[src/rtl/debounce_pkg.sv]
// Shared types and helpers for the time-multiplexed debounce scheduler.
package debounce_pkg;

   typedef enum logic [1:0] {
      S_IDLE,
      S_TIMING,
      S_COMMIT
   } dbs_state_t;

   function automatic int clocks_from_us(input int freq, input int us);
      return freq / 1_000_000 * us;
   endfunction

endpackage

[src/rtl/debounce_scheduler_rr_arbiter.sv]
// Combinational round-robin picker: first requester at or after ptr.
module rr_arbiter #(
   parameter int N = 4,
   parameter int W = $clog2(N)
) (
   input  logic [N-1:0] req,
   input  logic [W-1:0] ptr,
   output logic         gnt_valid,
   output logic [W-1:0] gnt_idx
);

   int         j;
   logic [W-1:0] idx;

   // Walk offsets high to low so the smallest offset from ptr wins.
   always_comb begin
      gnt_valid = 1'b0;
      gnt_idx   = '0;
      j         = 0;
      idx       = '0;
      for (int i = N - 1; i >= 0; i--) begin
         j = int'(ptr) + i;
         if (j >= N) j = j - N;
         idx = W'(j);
         if (req[idx]) begin
            gnt_valid = 1'b1;
            gnt_idx   = idx;
         end
      end
   end

endmodule

[src/rtl/debounce_scheduler.sv]
// One stability timer shared by NUM_CH synchronized inputs,
// handed out round-robin; commits emit a single edge pulse.
module debounce_scheduler
   import debounce_pkg::*;
#(
   parameter int NUM_CH           = 4,
   parameter int CLK_FREQUENCY    = 100_000_000,
   parameter int DEBOUNCE_TIME_US = 5000,
   parameter int SYNC_STAGES      = 2,
   parameter int IW               = $clog2(NUM_CH)
) (
   input  logic              clk,
   input  logic              rst_n,
   input  logic [NUM_CH-1:0] sig_in,
   output logic [NUM_CH-1:0] debounced,
   output logic [NUM_CH-1:0] rise_pulse,
   output logic [NUM_CH-1:0] fall_pulse,
   output logic              busy,
   output logic [IW-1:0]     active_ch
);

   localparam int DC = clocks_from_us(CLK_FREQUENCY, DEBOUNCE_TIME_US);
   localparam int CW = $clog2(DC);

   logic [NUM_CH-1:0] sync;
   logic [NUM_CH-1:0] req;
   logic              gnt_valid;
   logic [IW-1:0]     gnt_idx;
   logic [IW-1:0]     rr_q;
   logic [CW-1:0]     cnt_q;
   logic              tgt_q;
   logic              stable;
   logic              cnt_done;
   dbs_state_t        state_q;
   dbs_state_t        state_d;

   for (genvar i = 0; i < NUM_CH; i++) begin : g_sync
      logic [SYNC_STAGES-1:0] sh_q;
      always_ff @(posedge clk or negedge rst_n) begin
         if (!rst_n) sh_q <= '0;
         else        sh_q <= {sh_q[SYNC_STAGES-2:0], sig_in[i]};
      end
      assign sync[i] = sh_q[SYNC_STAGES-1];
   end

   assign req      = sync ^ debounced;
   assign stable   = (sync[active_ch] == tgt_q);
   assign cnt_done = (cnt_q == CW'(DC - 1));
   assign busy     = (state_q != S_IDLE);

   rr_arbiter #(
      .N (NUM_CH),
      .W (IW)
   ) u_arb (
      .req       (req),
      .ptr       (rr_q),
      .gnt_valid (gnt_valid),
      .gnt_idx   (gnt_idx)
   );

   always_comb begin
      state_d = state_q;
      unique case (state_q)
         S_IDLE:   if (gnt_valid) state_d = S_TIMING;
         S_TIMING: begin
            if (!stable)       state_d = S_IDLE;
            else if (cnt_done) state_d = S_COMMIT;
         end
         S_COMMIT: state_d = S_IDLE;
         default:  state_d = S_IDLE;
      endcase
   end

   always_ff @(posedge clk or negedge rst_n) begin
      if (!rst_n) state_q <= S_IDLE;
      else        state_q <= state_d;
   end

   always_ff @(posedge clk or negedge rst_n) begin
      if (!rst_n) begin
         active_ch  <= '0;
         tgt_q      <= 1'b0;
         cnt_q      <= '0;
         rr_q       <= '0;
         debounced  <= '0;
         rise_pulse <= '0;
         fall_pulse <= '0;
      end else begin
         rise_pulse <= '0;
         fall_pulse <= '0;
         unique case (state_q)
            S_IDLE: begin
               if (gnt_valid) begin
                  active_ch <= gnt_idx;
                  tgt_q     <= sync[gnt_idx];
                  cnt_q     <= '0;
               end
            end
            S_TIMING: begin
               // Pointer advances on abort too, so no channel starves.
               if (!stable || cnt_done) begin
                  rr_q <= (int'(active_ch) == NUM_CH - 1) ? '0 : active_ch + 1'b1;
               end
               if (stable && !cnt_done) cnt_q <= cnt_q + 1'b1;
            end
            S_COMMIT: begin
               debounced[active_ch] <= tgt_q;
               if (tgt_q) rise_pulse[active_ch] <= 1'b1;
               else       fall_pulse[active_ch] <= 1'b1;
            end
            default: ;
         endcase
      end
   end

endmodule

[config.mk]
export PLATFORM = sky130hd
export DESIGN_NAME = debounce_scheduler
export DESIGN_NICKNAME = d
export VERILOG_FILES = /design/src/rtl/debounce_pkg.sv /design/src/rtl/debounce_scheduler_rr_arbiter.sv /design/src/rtl/debounce_scheduler.sv
export SDC_FILE = /design/constraint.sdc
export NUM_CORES = 1
export LEC_CHECK = 0
export ABC_AREA = 1
export ABC_CLOCK_PERIOD_IN_PS = 2800
export CAP_MARGIN = 0
export CORE_UTILIZATION = 30
export CTS_BUF_LIST = sky130_fd_sc_hd__clkbuf_4 sky130_fd_sc_hd__clkbuf_8
export DETAILED_ROUTE_END_ITERATION = 7
export HOLD_SLACK_MARGIN = 0.02
export PLACE_DENSITY = 0.58
export SYNTH_ARGS = -nofsm -noshare
export SYNTH_HDL_FRONTEND = slang
export SYNTH_SLANG_ARGS = --single-unit
export TNS_END_PERCENT = 100
[constraint.sdc]
create_clock -name clk -period 2.8 [get_ports clk]
set_input_delay 0.56 -clock clk [delete_from_list [all_inputs] [get_ports clk]]
set_output_delay 0.56 -clock clk [all_outputs]
set_load 0.03 [all_outputs]
==> reports/results.ini, run 1 <==
[run_status]
status = finished, final reports clean

[sta]
tightest_slew_ns = 0.4857
setup_ws_ns = 0.6761
final.period_utilization_pct = 75.85
finalSetupViolCount = 0
fmax_mhz = 470.8
fin_setup_tns_ns = 0
rsz0062_at_grt = false
drv_slew = 0
period_needed_ns = 2.124
fin_skew_ns = 0.007613
hold_viol_final = 0
maxSlewHeadroom_pct = 67.62

[critical_path]
critPathSlowestCell = clkdlybuf4s50_1
arrival_ns = 1.56
worstPathCellList = clkdlybuf4s50_1
critPathKind = flop to output pin
cp.required_ns = 2.24
critPathMaxStageDelay_ns = 0.73
crit_family = buffers and inverters
critPathMaxFanout = 10
cp-start-kind = flop
endpoint_kind = output pin
r2r_slack_ns = 0.74
critPathBufInv = 1

[pwr]
p_sw_uw = 1103
powerDensity_nw_per_um2 = 861.9
ir_drop_uv = 325.0
swShare_pct = 44.22
clockPowerShare_pct = 20.0
pwr-share-seq_pct = 35.0
p_comb_share_pct = 45.0
intPower_uw = 1391
leakagePower_uw = 0.001344

[global_routing]
antenna_found_initial = 0
grt_max_degree = 36
grt_overflow = 0
grt_pass1_vias = 2058
grt_usage_pct = 13.92
grt_pass1_wl_um = 9570

[clock_tree]
cts_buffers = 5
insertion_delay_ns = 0.29
htreeDepth = 2
root_buffer = clkbuf_8
cts_tree = yes
cts_max_path_buffers = 2
ctsResizeCount = 0
postCtsSetupRepairBufs = 0
clk_pin_slew_ns = 0.08
cts_hold_buf = 0
clock_sinks = 46

[drt]
routed_wl_um = 5451
drtPass1Iterations = 4
drtIter0Drc = 147
ant_nets = 0
drc = 0
routed_via_density = 4.778
vias = 2088
wl_per_cell_um = 12.47

[cells_and_area]
syn2layout_area_growth_pct = 15.83
diodes = 0
final_common_cell = nand2_1
num-nets-final = 345
drive_above_1_share_pct = 5.970
final_cell_mix = 66 x nand2_1, 46 x dfrtp_1, 40 x inv_1

[worst_hold_path]
min_path_type = primary input to asynchronous set/reset pin

[synthesis]
synth_top_area_share_pct = 46.09
synth_edf_count = 0
yosysWarningCount = 0
postSynthAreaPerCell_sq_um = 7.979
syn_inst = 313
syn-cell-area_sq_um = 2497
synth_top_area_cell = dfrtp_1
ys_seq_area_share_pct = 46.09
syn_nets = 324
ys_types = 30
synth_seq_cells = 46
synth_flop_cell = dfrtp_1
synthArstFlopShare_pct = 100.0
ys_top_cells_by_area = dfrtp_1 46%, nand2_1 9.9%, nand3_1 7.8%, inv_1 6.0%, nor2_1 5.0%

[run]
maxCapViolCount = 0

[place]
hpwlAfterDp_um = 4139
gp_congestion = 0.8928
io_buffers = 20
pre_cts_slack_ns = 0.7507

[floorplan]
io_pins = 21
coreArea_sq_um = 7888
fp-row-count = 32
start_util_pct = 31.66
die_h_um = 93.24
dieArea_sq_um = 8694
fp.dieW_um = 93.24

## cells by family (layout without fill, tap and decap cells)
family	after synthesis	in the layout	synth area share [%]
DFF	46	46	46.09
xor gates and xnor gates	10	10	4.259
and+or+nand+nor	167	167	31.01
AOI/OAI and AO/OA	35	35	7.465
adders and majority gates	5	5	2.505
buffers and inverters	50	72	8.667
## sequential cells by signal, indices dropped and copies added, names as in the netlist
| name | cells |
|---|---|
| cnt_q | 19 |
| debounced | 4 |
| active_ch | 2 |
| fall_pulse | 4 |
| tgt_q | 1 |
| rise_pulse | 4 |
| rr_q | 2 |
| g_sync.sh_q | 8 |
| state_q | 2 |
## through the flow
| step | cells | utilization, % | hold WS, ns | power [uW] | instance area [sq um] |
|---|---|---|---|---|---|
| after floorplan | 313 | - | 0.2644 | 1804 | 2497 |
| after global placement | 429 | 35.23 | 0.3322 | 1983 | 2779 |
| after detailed placement | 429 | 35.23 | 0.3347 | 2001 | 2779 |
| after CTS | 437 | 36.68 | 0.1348 | 2508 | 2893 |
| after global routing | 437 | 36.68 | 0.1372 | 2719 | 2893 |
| final | 437 | 36.68 | 0.1276 | 2493 | 2893 |
## power groups by stage
stage	registers, uW	clock network [uW]	logic [uW]
CTS	872	517	1120
global route	890	554	1280
global placement	880	0	1100
floorplan	838	0	966
detailed placement	885	0	1120
finish	872	500	1120
## worst reg2reg max path: cells and delay by family (launching register included)
family                    cells  cell delay, ns
xor gates and xnor gates      1            0.15
buffers and inverters         1            0.12
DFF                           1            0.50
and+or+nand+nor               9            1.20
## synth_stat cells, types with 2 or more instances
cell and instances:
buf_2 2, buf_6 2, nand2_1 66, nor4_1 2, nor2_1 33, o21ai_1 8, ha_1 5, o21ai_0 8
buf_4 2, dfrtp_1 46, nand4_1 18, a21oi_1 14, nor3_1 3, o31ai_1 3, nand2_2 2, xor2_1 8
nand3_1 39, inv_1 40
## routing by layer
layer / vias to the layer above / GRT usage [%] / routed length (um) / part of all wire, %
met2: 52 / 22.61 / 2449 / 45
met4: 0 / 3.718 / 72 / 1.3
met3: 8 / 2.358 / 208 / 3.8
li1: 1071 / - / - / -
met1: 957 / 19.12 / 2720 / 50
met5: - / 0 / 0 / 0
## worst paths after layout
check / start / endpoint / cells past startpoint
hold / removal: rst_n / cnt_q[14] / 1
max in group asynchronous: rst_n / g_sync[1].sh_q[1] / 2
hold reg to reg: g_sync[0].sh_q[0] / g_sync[0].sh_q[1] / 0
setup reg to reg: rr_q[0] / cnt_q[13] / 11
setup / recovery: active_ch[0] / active_ch[0] / 1
min in group clk: g_sync[0].sh_q[0] / g_sync[0].sh_q[1] / 0
## cell type report
cell class	instances	area (sq um)
fill	808	4995
sequential	46	1151
multi-input combinational	217	1130
timing repair buffer	22	210.2
inverter	42	160.2
tap	102	127.6
clock buffer	7	83.83
clock inverter	1	30.03
Note: power is estimated with default switching activity, not from simulation.
==> run 2: changes to the inputs <==
ABC_CLOCK_PERIOD_IN_PS = 2200   (was 2800)
clock period = 2.2 ns   (was 2.8 ns; I/O delays follow)
==> run 2 against run 1 <==
Compared with the run above: hold slack better by 0.075 ns; highest routed layer unchanged; critical path depth stayed put; sequential share of layout area is 0.17 points lower; critical path type unchanged.
==> reports/results.ini, run 2 (same netlist as run 1, synthesis figures left out) <==
[cells_and_area]
drive_above_1_share_pct = 6.805
final_common_cell = nand2_1
multi_input_area_sq_um = 1139
seqCellArea_sq_um = 1151
syn2layout_area_growth_pct = 16.33
final_cell_mix = 66 x nand2_1, 46 x dfrtp_1, 40 x inv_1
fillCellCount = 810
reg.largest.list = cnt_q x19, g_sync.sh_q x8
diodes = 0
largest_reg_flops = 19
num-nets-final = 348
regMostFlops = cnt_q

[global_routing]
grt_max_degree = 47
grt_pass1_wl_um = 9604
grt_overflow = 0
antenna_found_initial = 0
grt_usage_pct = 14.17
grt_pass1_vias = 2000

[sta]
fin_setup_tns_ns = 0
hold_viol_final = 0
rsz0062_at_grt = false
setup_ws_ns = 0.1932
drv_slew = 0
fin_skew_ns = 0.009018
finalSetupViolCount = 0
final.period_utilization_pct = 91.22
tightest_slew_ns = 0.5767
period_needed_ns = 2.007
maxSlewHeadroom_pct = 61.55
fmax_mhz = 498.3
hold_slack_ns = 0.2022

[drt]
drtPass1Iterations = 4
routed_via_density = 4.807
wl_per_cell_um = 12.89
ant_nets = 0
routed_wl_um = 5673
drtIter0Drc = 125
drc = 0
vias = 2115

[critical_path]
critPathSlowestCell = clkdlybuf4s50_1
cp.required_ns = 1.76
rr_worst_depth = 10
worstPathCellList = clkdlybuf4s50_1
critPathBufInv = 1
critPathMaxFanout = 10
cp.depth = 1
endpoint_kind = output pin
crit_family = buffers and inverters
critPathMaxStageDelay_ns = 0.74
arrival_ns = 1.57
cp-start-kind = flop
critPathKind = flop to output pin

[clock_tree]
cts_tree = yes
cts_max_path_buffers = 2
cts_buffers = 5
root_buffer = clkbuf_8
clk_pin_slew_ns = 0.10
cts_hold_buf = 0
clock_sinks = 46
insertion_delay_ns = 0.31
htreeDepth = 2

[pwr]
ir_drop_uv = 534.9
powerDensity_nw_per_um2 = 1093
p_total_uw = 3176
leakagePower_uw = 0.001349

[floorplan]
dieArea_sq_um = 8694
coreArea_sq_um = 7888
start_util_pct = 31.66
fp-row-count = 32
die_h_um = 93.24
io_pins = 21
fp.dieW_um = 93.24

[place]
pre_cts_slack_ns = 0.2122
hpwlAfterDp_um = 4136
gp_congestion = 1.058
io_buffers = 20

[worst_hold_path]
min_path_type = primary input to asynchronous set/reset pin

[run_status]
status = finished, final reports clean

[run]
maxCapViolCount = 0

==> run 2: area by class of cell <==
cell class / instances / area share, %
Tap cell: 102 / 4.393
Timing Repair Buffer: 25 / 8.010
Sequential cell: 46 / 39.62
Clock buffer: 5 / 2.369
Multi-Input combinational cell: 217 / 39.19
Clock inverter: 3 / 0.9044
Inverter: 42 / 5.512
==> run 2: path summary, 6_finish.rpt <==
check / startpoint / endpoint / slack, ns
min: rst_n / cnt_q[9] / 0.20
min in group clk: g_sync[1].sh_q[0] / g_sync[1].sh_q[1] / 0.36
max reg2reg: active_ch[1] / cnt_q[13] / 0.25
max in group asynchronous: rst_n / rr_q[1] / 1.61
min reg2reg: g_sync[1].sh_q[0] / g_sync[1].sh_q[1] / 0.36
max: active_ch[0] / active_ch[0] / 0.19
==> run 2: timing repair <==
| item | CTS | global route |
|---|---|---|
| gates resized for setup | 0 | 1 |
| endpoints found under the setup margin | 0 | 3 |
| setup buffers | 0 | 0 |
==> run 2: metrics by stage <==
stage / util (%) / std cells / cell area, sq um
after floorplan: - / 313 / 2497
after global placement: 35.52 / 432 / 2801
after detailed placement: 35.52 / 432 / 2801
after CTS: 36.72 / 440 / 2897
after global routing: 36.83 / 440 / 2905
final: 36.83 / 440 / 2905
==> run 2: power breakdown <==
| part | total, uW | leakage, uW | switching, uW | internal (uW) |
|---|---|---|---|---|
| logic | 1530 | 0.000693 | 1020 | 502 |
| registers | 1090 | 0.000607 | 143 | 944 |
| clock network | 564 | 0.0000495 | 327 | 236 |
| total | 3180 | 0.00135 | 1490 | 1680 |
==> run 2: routing by layer <==
| metal | up-vias | GRT usage, % | share of wire (%) | wire length (um) |
|---|---|---|---|---|
| met1 | 980 | 20.07 | 50 | 2827 |
| met4 | 0 | 5.256 | 1.8 | 101 |
| li1 | 1072 | - | - | - |
| met2 | 52 | 21.20 | 44 | 2498 |
| met5 | - | 0 | 0 | 0 |
| met3 | 11 | 2.927 | 4.3 | 246 |
==> run 3: changes to the inputs <==
PLACE_DENSITY = 0.51   (was 0.58)
==> run 3 against run 2 <==
Compared with the run above: clock power down 3%; routed wire length up 0.90%; total power down 1.2%; clock-buffer cell count unchanged; combinational power about the same; core utilization about the same; sequential share of layout area about the same; final cell count unchanged; flip-flop and latch count unchanged; maximum frequency down 0.35%; global-route usage up 0.62 points; critical endpoint unchanged.
==> reports/results.ini, run 3 (same netlist as run 1, synthesis figures left out) <==
[run_status]
status = finished, final reports clean

[place]
hpwlAfterDp_um = 4305
gp_congestion = 0.8829
io_buffers = 20

[clock_tree]
clock_sinks = 46
htreeDepth = 2
cts_max_path_buffers = 2
clk_pin_slew_ns = 0.10
insertion_delay_ns = 0.31
cts_buffers = 5
cts_tree = yes
postCtsSetupRepairBufs = 0
root_buffer = clkbuf_8
ctsResizeCount = 0
cts_hold_buf = 0

[cells_and_area]
final_common_cell = nand2_1
diodes = 0
final_cell_mix = 66 x nand2_1, 46 x dfrtp_1, 40 x inv_1
drive_above_1_share_pct = 6.805
fillCellCount = 833
reg.largest.list = cnt_q x19, g_sync.sh_q x8
num-nets-final = 348
regMostFlops = cnt_q
largest_reg_flops = 19
syn2layout_area_growth_pct = 16.43

[global_routing]
grt_pass1_vias = 1958
grt_overflow = 0
grt_usage_pct = 14.79
grt_max_degree = 32
antenna_found_initial = 0
grt_pass1_wl_um = 9860

[sta]
maxSlewHeadroom_pct = 62.07
tightest_slew_ns = 0.5689
period_needed_ns = 2.014
final.period_utilization_pct = 91.54
finalSetupViolCount = 0
rsz0062_at_grt = false
fin_setup_tns_ns = 0
hold_viol_final = 0
drv_slew = 0
fin_skew_ns = 0.006615
fmax_mhz = 496.6

[pwr]
leakagePower_uw = 0.001349
powerDensity_nw_per_um2 = 1080
p_total_uw = 3140
ir_drop_uv = 377.0

[critical_path]
critPathMaxStageDelay_ns = 0.74
critPathSlowestCell = clkdlybuf4s50_1
worstPathCellList = clkdlybuf4s50_1
endpoint_kind = output pin
critPathBufInv = 1
crit_family = buffers and inverters
arrival_ns = 1.57
critPathKind = flop to output pin
cp-start-kind = flop
cp.required_ns = 1.76
critPathMaxFanout = 10

[drt]
ant_nets = 0
drc = 0
drtPass1Iterations = 4
vias = 2121
drtIter0Drc = 149
wl_per_cell_um = 13.01
routed_via_density = 4.820
routed_wl_um = 5724

[floorplan]
fp.dieW_um = 93.24
fp-row-count = 32
start_util_pct = 31.66
dieArea_sq_um = 8694
die_h_um = 93.24
io_pins = 21
coreArea_sq_um = 7888

[run]
maxCapViolCount = 0

[worst_hold_path]
min_path_type = primary input to asynchronous set/reset pin

-- run 3: changes by cell type in the layout (fill, tap and decap cells not counted) --
cell        previous run  this run
buf_12                 0         1
nand2_8                1         0
inv_6                  3         1
clkinv_4               0         1
clkinvlp_4             0         1
nand2_4                0         1
buf_4                  5         4
-- run 3: final cells by class --
class	count	area, sq um	share of cell area, %
multi-input cells	217	1130	38.86
inverters	42	160.2	5.508
clock inverters	3	25.02	0.8606
repair buffers	25	245.2	8.434
flip-flops and latches	46	1151	39.59
clock buffers	5	68.82	2.367
well taps	102	127.6	4.389
-- run 3: power breakdown --
| group | total [uW] | internal [uW] | switching, uW |
|---|---|---|---|
| logic | 1500 | 492 | 1010 |
| clock network | 548 | 230 | 318 |
| registers | 1090 | 944 | 143 |
-- run 3: per-layer routing --
layer | GRT usage, % | part of all wire [%] | up-vias
met5 | 0 | 0 | -
met4 | 5.897 | 2.1 | 0
met3 | 3.008 | 4.0 | 9
met2 | 21.45 | 44 | 57
met1 | 21.38 | 50 | 980
li1 | - | - | 1075
-- run 3: path summary, 6_finish.rpt --
check / slack, ns / depth (start not counted) / end / from
max reg2reg: 0.24 / 9 / cnt_q[13] / active_ch[0]
min in group clk: 0.36 / 0 / g_sync[0].sh_q[1] / g_sync[0].sh_q[0]
min: 0.11 / 1 / fall_pulse[3] / rst_n
min reg2reg: 0.36 / 0 / g_sync[0].sh_q[1] / g_sync[0].sh_q[0]
max: 0.19 / 1 / active_ch[0] / active_ch[0]
max in group asynchronous: 1.57 / 2 / active_ch[1] / rst_n
-- run 3: per-stage QoR --
stage	setup slack, ns	hold WS [ns]	util [%]	instances	area, sq um
floorplan	0.3940	0.1444	-	313	2497
global placement	0.2747	0.3330	35.68	432	2814
detailed placement	0.2444	0.3395	35.68	432	2814
CTS	0.1782	0.1230	36.87	440	2908
global route	0.02827	0.1475	36.87	440	2908
finish	0.1862	0.1103	36.87	440	2908
